==> config.mk <==
export PLATFORM = sky130hd
export DESIGN_NAME = sc_fifo
export DESIGN_NICKNAME = d
export VERILOG_FILES = /design/src/rtl/sc_fifo.sv
export SDC_FILE = /design/constraint.sdc
export NUM_CORES = 1
export LEC_CHECK = 0
export ABC_CLOCK_PERIOD_IN_PS = 2200
export CORE_MARGIN = 2
export CORE_UTILIZATION = 35
export CTS_CLUSTER_SIZE = 8
export DETAILED_ROUTE_END_ITERATION = 8
export GPL_TIMING_DRIVEN = 0
export PLACE_DENSITY = 0.64
export SYNTH_ARGS = -nofsm -noshare
export SYNTH_HDL_FRONTEND = slang
export SYNTH_SLANG_ARGS = --single-unit
==> constraint.sdc <==
create_clock -name CLK -period 2.2 [get_ports CLK]
set_input_delay 0.44 -clock CLK [delete_from_list [all_inputs] [get_ports CLK]]
set_output_delay 0.44 -clock CLK [all_outputs]
set_load 0.05 [all_outputs]
==> src/rtl/sc_fifo.sv <==
// sc_fifo: single-clock show-ahead (first-word-fall-through) FIFO.
//
// The head entry is presented on q combinationally whenever the FIFO is
// non-empty. Writes into a full FIFO and reads from an empty FIFO are
// dropped internally, so the pointers and the count can never be corrupted.
//
// Ports:
//   CLK           clock; all state changes on the rising edge
//   RST_N         asynchronous active-low reset
//   sclr          synchronous clear, active high, overrides wrreq/rdreq
//   data          write data
//   wrreq         write request
//   full          FIFO holds DEPTH entries
//   rdreq         read acknowledge; pops the current head
//   q             current head entry (valid while empty==0)
//   empty         FIFO holds 0 entries
//   usedw         entry count modulo DEPTH (reads 0 when full)
//   almost_full   count >= ALMOST_FULL_VALUE
//   almost_empty  count <  ALMOST_EMPTY_VALUE
//   eccstatus     always 2'b00, no ECC
//
// Handshake: a write is accepted at a rising edge when wrreq=1 and full=0;
// a read is accepted when rdreq=1 and empty=0. rdreq acts as an acknowledge
// of the word already shown on q. An unaccepted request has no effect.
module sc_fifo #(
  parameter int DATA_WIDTH         = 32,
  parameter int DEPTH              = 4,
  parameter int WIDTHU             = $clog2(DEPTH),
  parameter int ALMOST_FULL_VALUE  = DEPTH - 1,
  parameter int ALMOST_EMPTY_VALUE = 1
) (
  input  logic                  CLK,
  input  logic                  RST_N,
  input  logic                  sclr,
  input  logic [DATA_WIDTH-1:0] data,
  input  logic                  wrreq,
  output logic                  full,
  input  logic                  rdreq,
  output logic [DATA_WIDTH-1:0] q,
  output logic                  empty,
  output logic [WIDTHU-1:0]     usedw,
  output logic                  almost_full,
  output logic                  almost_empty,
  output logic [1:0]            eccstatus
);

  // Thresholds sized to the count register so comparisons are width-exact.
  localparam logic [WIDTHU:0] DEPTH_CNT = (WIDTHU + 1)'(DEPTH);
  localparam logic [WIDTHU:0] AF_CNT    = (WIDTHU + 1)'(ALMOST_FULL_VALUE);
  localparam logic [WIDTHU:0] AE_CNT    = (WIDTHU + 1)'(ALMOST_EMPTY_VALUE);

  logic [DATA_WIDTH-1:0] mem [DEPTH];
  logic [WIDTHU-1:0]     wr_ptr;
  logic [WIDTHU-1:0]     rd_ptr;
  logic [WIDTHU:0]       count;

  logic do_wr;
  logic do_rd;

  // Accepted operations are qualified by the registered flags, so a write
  // while full is dropped even when a read frees a slot in the same cycle.
  assign do_wr = wrreq && !full && !sclr;
  assign do_rd = rdreq && !empty && !sclr;

  // Pointers and count; sclr behaves like reset but at the clock edge.
  always_ff @(posedge CLK or negedge RST_N) begin
    if (!RST_N) begin
      wr_ptr <= '0;
      rd_ptr <= '0;
      count  <= '0;
    end else if (sclr) begin
      wr_ptr <= '0;
      rd_ptr <= '0;
      count  <= '0;
    end else begin
      if (do_wr) wr_ptr <= wr_ptr + WIDTHU'(1);
      if (do_rd) rd_ptr <= rd_ptr + WIDTHU'(1);
      if (do_wr && !do_rd)      count <= count + (WIDTHU + 1)'(1);
      else if (do_rd && !do_wr) count <= count - (WIDTHU + 1)'(1);
    end
  end

  // Storage is deliberately not reset; contents are unreachable until written.
  always_ff @(posedge CLK) begin
    if (do_wr) mem[wr_ptr] <= data;
  end

  // Show-ahead: head entry visible without a read strobe.
  assign q = mem[rd_ptr];

  assign empty        = (count == '0);
  assign full         = (count == DEPTH_CNT);
  assign usedw        = count[WIDTHU-1:0];
  assign almost_full  = (count >= AF_CNT);
  assign almost_empty = (count < AE_CNT);
  assign eccstatus    = 2'b00;

endmodule

---- Yosys cells after proc, flatten, opt, wreduce, memory -nomap -nowiden ----
Memories as Yosys holds them, arrays and structs flattened.
Index checks and enable logic that the tools add are counted.
word-level totals
  memory bits (writable) .................. 128
  input bits .............................. 37
  memories ................................ 1
  flip-flop bits (word level) ............. 7
cells by class
  reduce and logical (&&, ||, !) cells .... 15
  multiplexer cells ....................... 9
  add/sub/neg operators ................... 4
  equal/unequal tests ..................... 1
  magnitude comparators ................... 2
memory list
  name  words  bits a word  read ports  clocked after Yosys merged registers in  write ports  line  RTL
  mem   4      32           1           0                                        1            52    logic [DATA_WIDTH-1:0] mem [DEPTH];
operators with widths
  operator             count
  $mux 3               3
  $mux 2               4
  $logic_and 1x1->1    6
  $logic_not 1->1      5
  $add 2x1->2 const B  2
  $reduce_bool 2->1    2
  $add 3x1->3 const B  1
  $eq 3x3->1 const B   1
  $ge 3x2->1 const B   1
  $logic_not 3->1      1
  $lt 3x1->1 const B   1
  $reduce_bool 3->1    1
  $sub 3x1->3 const B  1
  $mux 1               2

---- Logic depth before layout (Yosys ltp) ----
Gate-level depths: netlist of the first run.
  depth after elaboration ................. 9
  mapped depth ............................ 6

---- Least setup slack after synthesis of the first run ----
OpenSTA, ideal clock, no wires.
  kind .................................... register -> register
  start point ............................. register count[1]
  end point ............................... memory mem[0][0] (enable)
  library setup time ...................... 0.392 ns
  data required time ...................... 1.808 ns
  arrival ................................. 1.987 ns
  path buffers ............................ 1
  path slack .............................. -0.179 ns
  clock period less this slack ............ 2.379 ns
  stages on the path, launching flop included .. 7
  path through ............................ dfrtp_1 -> inv_1 -> ha_1 -> buf_6 -> a21bo_2 -> nor2_1 -> and2_1
on the way
  cells in the longest elaborated chain, start to end .. 6
RTL lines
  element                          line  RTL
  from (decl)                      55    logic [WIDTHU:0] count;
  from (signal assigned)           78    if (do_wr && !do_rd) count <= count + (WIDTHU + 1)'(1);
  from (signal assigned)           79    else if (do_rd && !do_wr) count <= count - (WIDTHU + 1)'(1);
  $eq 3x3->1                       92    assign full = (count == DEPTH_CNT);
  $logic_not 1->1                  62    assign do_wr = wrreq && !full && !sclr;
  $logic_and 1x1->1 (2 in series)  62
  $mux 1                           85    if (do_wr) mem[wr_ptr] <= data;
  $mux 1 (not written as such)     85
  to (decl)                        52
Every way passes these cells.

---- Final worst setup path of the first run ----
  start point ............................. register rd_ptr[0]
  end point ............................... output port q[4]
on the way
  cells in the longest elaborated chain, start to end .. 1
RTL lines
  element                 line  RTL
  from (decl)             54    logic [WIDTHU-1:0] rd_ptr;
  from (signal assigned)  77    if (do_rd) rd_ptr <= rd_ptr + WIDTHU'(1);
  $mem_v2 4x32            -
  to (decl)               39    output logic [DATA_WIDTH-1:0] q,
Every way passes these cells.

==> impl_metrics.tcl, run 1 <==
set metrics [dict create \
    status "complete, but fails checks" \
    violations "setup timing" \
    p_per_area_mw_per_mm2 1140 \
    drt.antenna.violating_nets 0 \
    rows 45 \
    cp-start-kind "register" \
    drv_slew 0 \
    post_layout_nonfiller_instances 567 \
    cts_buffers 17 \
    synth_cell_types 38 \
    grt_pass1_wl_mm 16.1 \
    final_nets 413 \
    cts_buffer_depth 2 \
    synth_top_flop_cell "edfxtp_1" \
    io_buffers 72 \
    start_util_pct 35.3 \
    hold_path_class "input port to async pin" \
    io_pins 77 \
    diodes 0 \
    synth_edf_count 128 \
    synthArstFlopShare_pct 5.19 \
    vias 2698 \
    reg2reg_from "count[0]" \
    r2r_cells 7 \
    fin_ws_ns -0.0490 \
    dpl_cell_area_mm2 0.00627 \
    antenna_found_initial 0 \
    wirelength_mm 10.6 \
    synth_area_mm2 0.00531 \
    hold_violations 0 \
    cts_tree "done" \
    fillers 1252 \
    cp.required_ns 1.76 \
    mostFrequentLayoutCells "128 x edfxtp_1, 34 x clkdlybuf4s50_1, 33 x buf_6, 31 x mux4_2, 23 x buf_4" \
    cap_violations 0 \
    final_util_pct 49.1 \
    globalRouteOverflowTotal 0 \
    track_usage_pct 13.9 \
    h-tree-depth 4 \
    die-area_mm2 0.0162 \
    drtIter0Drc 134 \
    wl_per_cell_um 18.8 \
    fin_crit_sh_pct 102 \
    clockRootBuffer "clkbuf_16" \
    dp_hpwl_mm 5.75 \
    drc 0 \
    cp_max_fo 10 \
    mostFrequentLayoutCell "edfxtp_1" \
    final_cell_area_mm2 0.00738 \
    cts.clk_slew.worst_paths_ns 0.06 \
    ys_seq_area_share_pct 75.7 \
    startpoint "rd_ptr[0]" \
    timing.rr.end "mem[3][9]" \
    max_freq_mhz 445 \
    syn_avg_cell_area_um2 21.6 \
    yosysWarnings 0 \
    clock_skew_ns 0.00939 \
    first_global_vias 2897 \
    ys_seq_elements 135 \
    die_h_um 127 \
    drive_gt1_share_pct 40.9 \
    finalCriticalPeriod_ns 2.25 \
    drt_first_pass_iters 4 \
    area_growth_pct 39.1 \
    core_mm2 0.0150 \
    viasPerCell 4.76 \
    holdBufCountCts 0 \
    power.leakage_nw 2.59 \
    die_x_um 127 \
    worst_setup_path_end_kind "output port" \
    r2r_slack_ns 0.11 \
    vdd_drop_max_uv 744 \
    syn_inst 246 \
    worstSetupPathType "register to output port" \
    gp_congestion 0.717 \
    placedCellCount 507 \
    grt_max_degree 17 \
    clk_latency_ns 0.42 \
    rsz0062_at_grt "true" \
    cts.sinks 135 \
    worstPathArrival_ns 1.81 \
    holdWs_ns 0.299 \
    setup_violations 31 \
]
power by group:
group	total (W)	internal (W)	switching [W]
clock	0.00282	0.00185	0.000969
sequential	0.00302	0.00296	0.0000642
combinational	0.00256	0.00113	0.00143
metrics by stage:
step,total power (W),setup WS (ns),TNS (ns)
2_1_floorplan,0.00461,0.0811,0
4_1_cts,0.00827,-0.0857,-1.87
5_1_grt,0.00873,-0.106,-2.80
6_report,0.00840,-0.0490,-0.901
3_5_place_dp,0.00530,-0.659,-91.03
3_3_place_gp,0.00526,-0.621,-87.21
cell families (layout without fill, tap and decap cells):
| logic type | after synthesis | in the layout | share of synthesized area [%] |
|---|---|---|---|
| fa+ha+maj | 9 | 9 | 2.10 |
| compound gates | 19 | 19 | 2.55 |
| simple gates | 24 | 28 | 2.69 |
| buf+inv | 24 | 152 | 2.74 |
| flops | 135 | 135 | 75.7 |
| other cells | 1 | 2 | 0.0707 |
| mux | 34 | 34 | 14.1 |
repair_timing:
action / 4_1_cts / 5_1_grt
cloned: 4 / 3
hold endpoints to repair: 0 / 0
resized for setup: 267 / 16
buffers inserted: 2 / 22
pin swaps: 4 / 8
endpoints found under the setup margin: 166 / 161
worst max-delay path, cell delays in order (launching register included):
cell       delay [ns]
dfrtp_1          0.37
buf_12           0.17
clkbuf_16        0.17
mux4_2           0.50
buf_6            0.17
synth_stat cells, drive strengths merged, types with 2 or more instances:
cell type | instances | area (µm²)
nor2 | 5 | 18.8
clkbuf | 2 | 7.51
and2 | 5 | 31.3
buf | 15 | 111
o21ai | 4 | 20.0
nand2b | 2 | 20.0
nor2b | 4 | 32.5
inv | 7 | 26.3
ha | 8 | 100
nand2 | 4 | 15.0
a21oi | 5 | 25.0
edfxtp | 128 | 3840
mux4 | 32 | 728
dfrtp | 7 | 175
state kept, by name, summed over array words and instances (netlist names):
name	flops
count	3
mem	128
rd_ptr	2
wr_ptr	2
cell type report:
class	count	area [µm²]	area share [%]
sequential	135	4020	54.5
inverter	7	26.3	0.356
clock buffer	17	425	5.76
multi-input combinational	92	1190	16.1
clock inverter	13	163	2.20
tap	188	235	3.19
timing repair buffer	99	1150	15.6
buffer	16	168	2.27
per-layer routing:
| layer | GRT usage, % | routed length (µm) | up-vias |
|---|---|---|---|
| li1 | - | - | 1246 |
| met1 | 16.2 | 4460 | 1373 |
| met2 | 23.7 | 5510 | 64 |
| met3 | 4.86 | 492 | 15 |
| met4 | 5.24 | 166 | 0 |
| met5 | 0 | 0 | - |
worst max-delay path by stage:
| stage | end | slack [ns] | cells past startpoint |
|---|---|---|---|
| 4_1_cts | q[0] | -0.09 | 4 |
| 5_1_grt | q[26] | -0.11 | 4 |
| 2_1_floorplan | almost_empty | 0.08 | 2 |
| 6_report | q[4] | -0.05 | 4 |
| 3_5_place_dp | mem[2][29] | -0.66 | 5 |
| 3_3_place_gp | mem[0][1] | -0.62 | 5 |
Note: power is estimated with default switching activity, not from simulation.
==> run 2, diff against run 1 <==
--- a/config.mk
+++ b/config.mk
@@ -8,7 +8,7 @@
 export ABC_CLOCK_PERIOD_IN_PS = 2200
 export CORE_MARGIN = 2
 export CORE_UTILIZATION = 35
-export CTS_CLUSTER_SIZE = 8
+export CTS_CLUSTER_SIZE = 25
 export DETAILED_ROUTE_END_ITERATION = 8
 export GPL_TIMING_DRIVEN = 0
 export PLACE_DENSITY = 0.64
==> results of run 2 <==
Final layout, timing and power as in run 1 (identical DEF).
==> run 3, diff against run 2 <==
--- a/config.mk
+++ b/config.mk
@@ -7,11 +7,11 @@
 export LEC_CHECK = 0
 export ABC_CLOCK_PERIOD_IN_PS = 2200
 export CORE_MARGIN = 2
-export CORE_UTILIZATION = 35
+export CORE_UTILIZATION = 44
 export CTS_CLUSTER_SIZE = 25
 export DETAILED_ROUTE_END_ITERATION = 8
 export GPL_TIMING_DRIVEN = 0
-export PLACE_DENSITY = 0.64
+export PLACE_DENSITY = 0.75
 export SYNTH_ARGS = -nofsm -noshare
 export SYNTH_HDL_FRONTEND = slang
 export SYNTH_SLANG_ARGS = --single-unit
==> run 3 against run 2 <==
  * The flow still finishes with violations (setup timing)
  * Hold slack better by 0.028 ns
  * Power decreased by 4.4%
  * Clock skew fell by 0.0038 ns
  * Register-to-register slack better by 0.05 ns
  * Sequential share of layout area up 3.6 points
  * Sequential cell count stayed put
  * Largest power group unchanged
==> impl_metrics.tcl, run 3 (same netlist as run 1, synthesis figures left out) <==
set metrics [dict create \
    finalCriticalPeriod_ns 2.23 \
    drive_gt1_share_pct 37.0 \
    regMostFlops "mem" \
    drc 0 \
    clock_skew_ns 0.00560 \
    p_switching_w 0.00244 \
    p_per_area_mw_per_mm2 1160 \
    final_nets 390 \
    slowest_delay_ns 0.53 \
    top_regs "mem x128, count x3" \
    mostFrequentLayoutCell "edfxtp_1" \
    cp-start-kind "register" \
    track_usage_pct 15.8 \
    cell_internal_pwr_w 0.00559 \
    rsz0062_at_grt "true" \
    mostFrequentLayoutCells "128 x edfxtp_1, 34 x clkdlybuf4s50_1, 31 x mux4_2, 31 x buf_6, 17 x clkbuf_16" \
    fin_crit_sh_pct 101 \
    cp_top_family "multiplexers" \
    cts.sinks 135 \
    dp_hpwl_mm 5.50 \
    drv_slew 0 \
    area_growth_pct 30.4 \
    wirelength_mm 9.76 \
    start_util_pct 44.5 \
    largest_reg_flops 128 \
    seqPwrFrac_pct 37.6 \
    finalSetupTns_ns -0.167 \
    first_global_vias 2825 \
    crit_slowest_cell "mux4_2" \
    status "complete, but fails checks" \
    slew_headroom_pct 65.4 \
    die-area_mm2 0.0130 \
    max_freq_mhz 449 \
    antenna_found_initial 0 \
    violations "setup timing" \
    worst_setup_path_end_kind "output port" \
    p_total_w 0.00803 \
    drtIter0Drc 117 \
    cp.required_ns 1.76 \
    fin_ws_ns -0.0254 \
    hold_path_class "input port to async pin" \
    grt_max_degree 33 \
    swShare_pct 30.4 \
    startpoint "rd_ptr[0]" \
    cts_buffers 17 \
    vdd_drop_max_uv 738 \
    h-tree-depth 4 \
    drt.antenna.violating_nets 0 \
    path_cells "buf_8 > buf_12 > mux4_2 > buf_6" \
    reg2reg_from "count[1]" \
    r2r_slack_ns 0.16 \
    worstSetupPathType "register to output port" \
    cts_tree "done" \
    power.leakage_nw 2.40 \
    cts_buffer_depth 2 \
    rows 40 \
    worstPathArrival_ns 1.79 \
    die_x_um 114 \
    gp_congestion 0.757 \
    globalRouteOverflowTotal 0 \
    vias 2634 \
    viasPerCell 5.23 \
    wl_per_cell_um 19.4 \
    core_mm2 0.0119 \
    drt_first_pass_iters 4 \
    clockRootBuffer "clkbuf_16" \
    comb_power_share_pct 29.3 \
    tightest_slew_ns 0.519 \
    io_buffers 72 \
    grt_pass1_wl_mm 14.9 \
    cap_violations 0 \
    cp_max_fo 10 \
    die_h_um 114 \
    crit_buf_inv 3 \
    cts.clk_slew.worst_paths_ns 0.05 \
    hold_violations 0 \
    diodes 0 \
    clkPwrFrac_pct 33.1 \
    io_pins 77 \
    clk_latency_ns 0.41 \
    setup_violations 19 \
]
[run 3: final timing paths]
check                                  end  depth (start not counted)
worst max-delay path                  q[3]                          4
worst min-delay path              count[0]                          1
worst max register to register  mem[3][13]                          6
worst min register to register   wr_ptr[1]                          2
max in group asynchronous        rd_ptr[1]                          1
min in group CLK                  count[2]                          3
[run 3: metrics by stage]
| step | area (µm²) | hold WS [ns] | util, % | worst slack [ns] | cells |
|---|---|---|---|---|---|
| floorplan | 5320 | 0.144 | - | 0.0811 | 247 |
| global placement | 6220 | 0.552 | 52.2 | -0.566 | 466 |
| detailed placement | 6220 | 0.567 | 52.2 | -0.654 | 466 |
| CTS | 6870 | 0.329 | 57.6 | -0.0756 | 498 |
| global route | 6920 | 0.350 | 58.1 | -0.0877 | 504 |
| finish | 6920 | 0.328 | 58.1 | -0.0254 | 504 |
[run 3: area by class of cell]
type                            instances  area, µm²
Tap cell                              147        184
Timing Repair Buffer                   76        771
Multi-Input combinational cell         92       1190
Buffer                                 16        160
Sequential cell                       135       4020
Clock buffer                           19        433
Inverter                                7       26.3
Clock inverter                         12        129
Fill cell                             909       4990
[run 3: routing by layer]
| layer | GRT usage [%] | vias to the layer above | wire length [µm] | part of all wire, % |
|---|---|---|---|---|
| met4 | 6.67 | 0 | 161 | 1.7 |
| met3 | 4.25 | 14 | 432 | 4.4 |
| li1 | - | 1199 | - | - |
| met1 | 19.9 | 1357 | 4140 | 42 |
| met5 | 0 | - | 0 | 0 |
| met2 | 26.2 | 64 | 5020 | 51 |
[run 3: timing repair]
| action | in CTS | in global routing |
|---|---|---|
| gates cloned | 1 | 3 |
| resized for setup | 261 | 11 |
| hold buffers | 0 | 0 |
| pin swaps | 1 | 3 |
| buffers inserted | 1 | 3 |
| setup endpoints to repair | 165 | 147 |
| hold endpoints to repair | 0 | 0 |
[run 3: power by group through the flow]
| stage | clock network (W) | registers [W] | logic (W) |
|---|---|---|---|
| 3_3_place_gp | 0 | 0.00305 | 0.00219 |
| 6_report | 0.00266 | 0.00302 | 0.00235 |
| 2_1_floorplan | 0 | 0.00304 | 0.00157 |
| 3_5_place_dp | 0 | 0.00306 | 0.00221 |
| 5_1_grt | 0.00281 | 0.00303 | 0.00248 |
| 4_1_cts | 0.00270 | 0.00302 | 0.00234 |
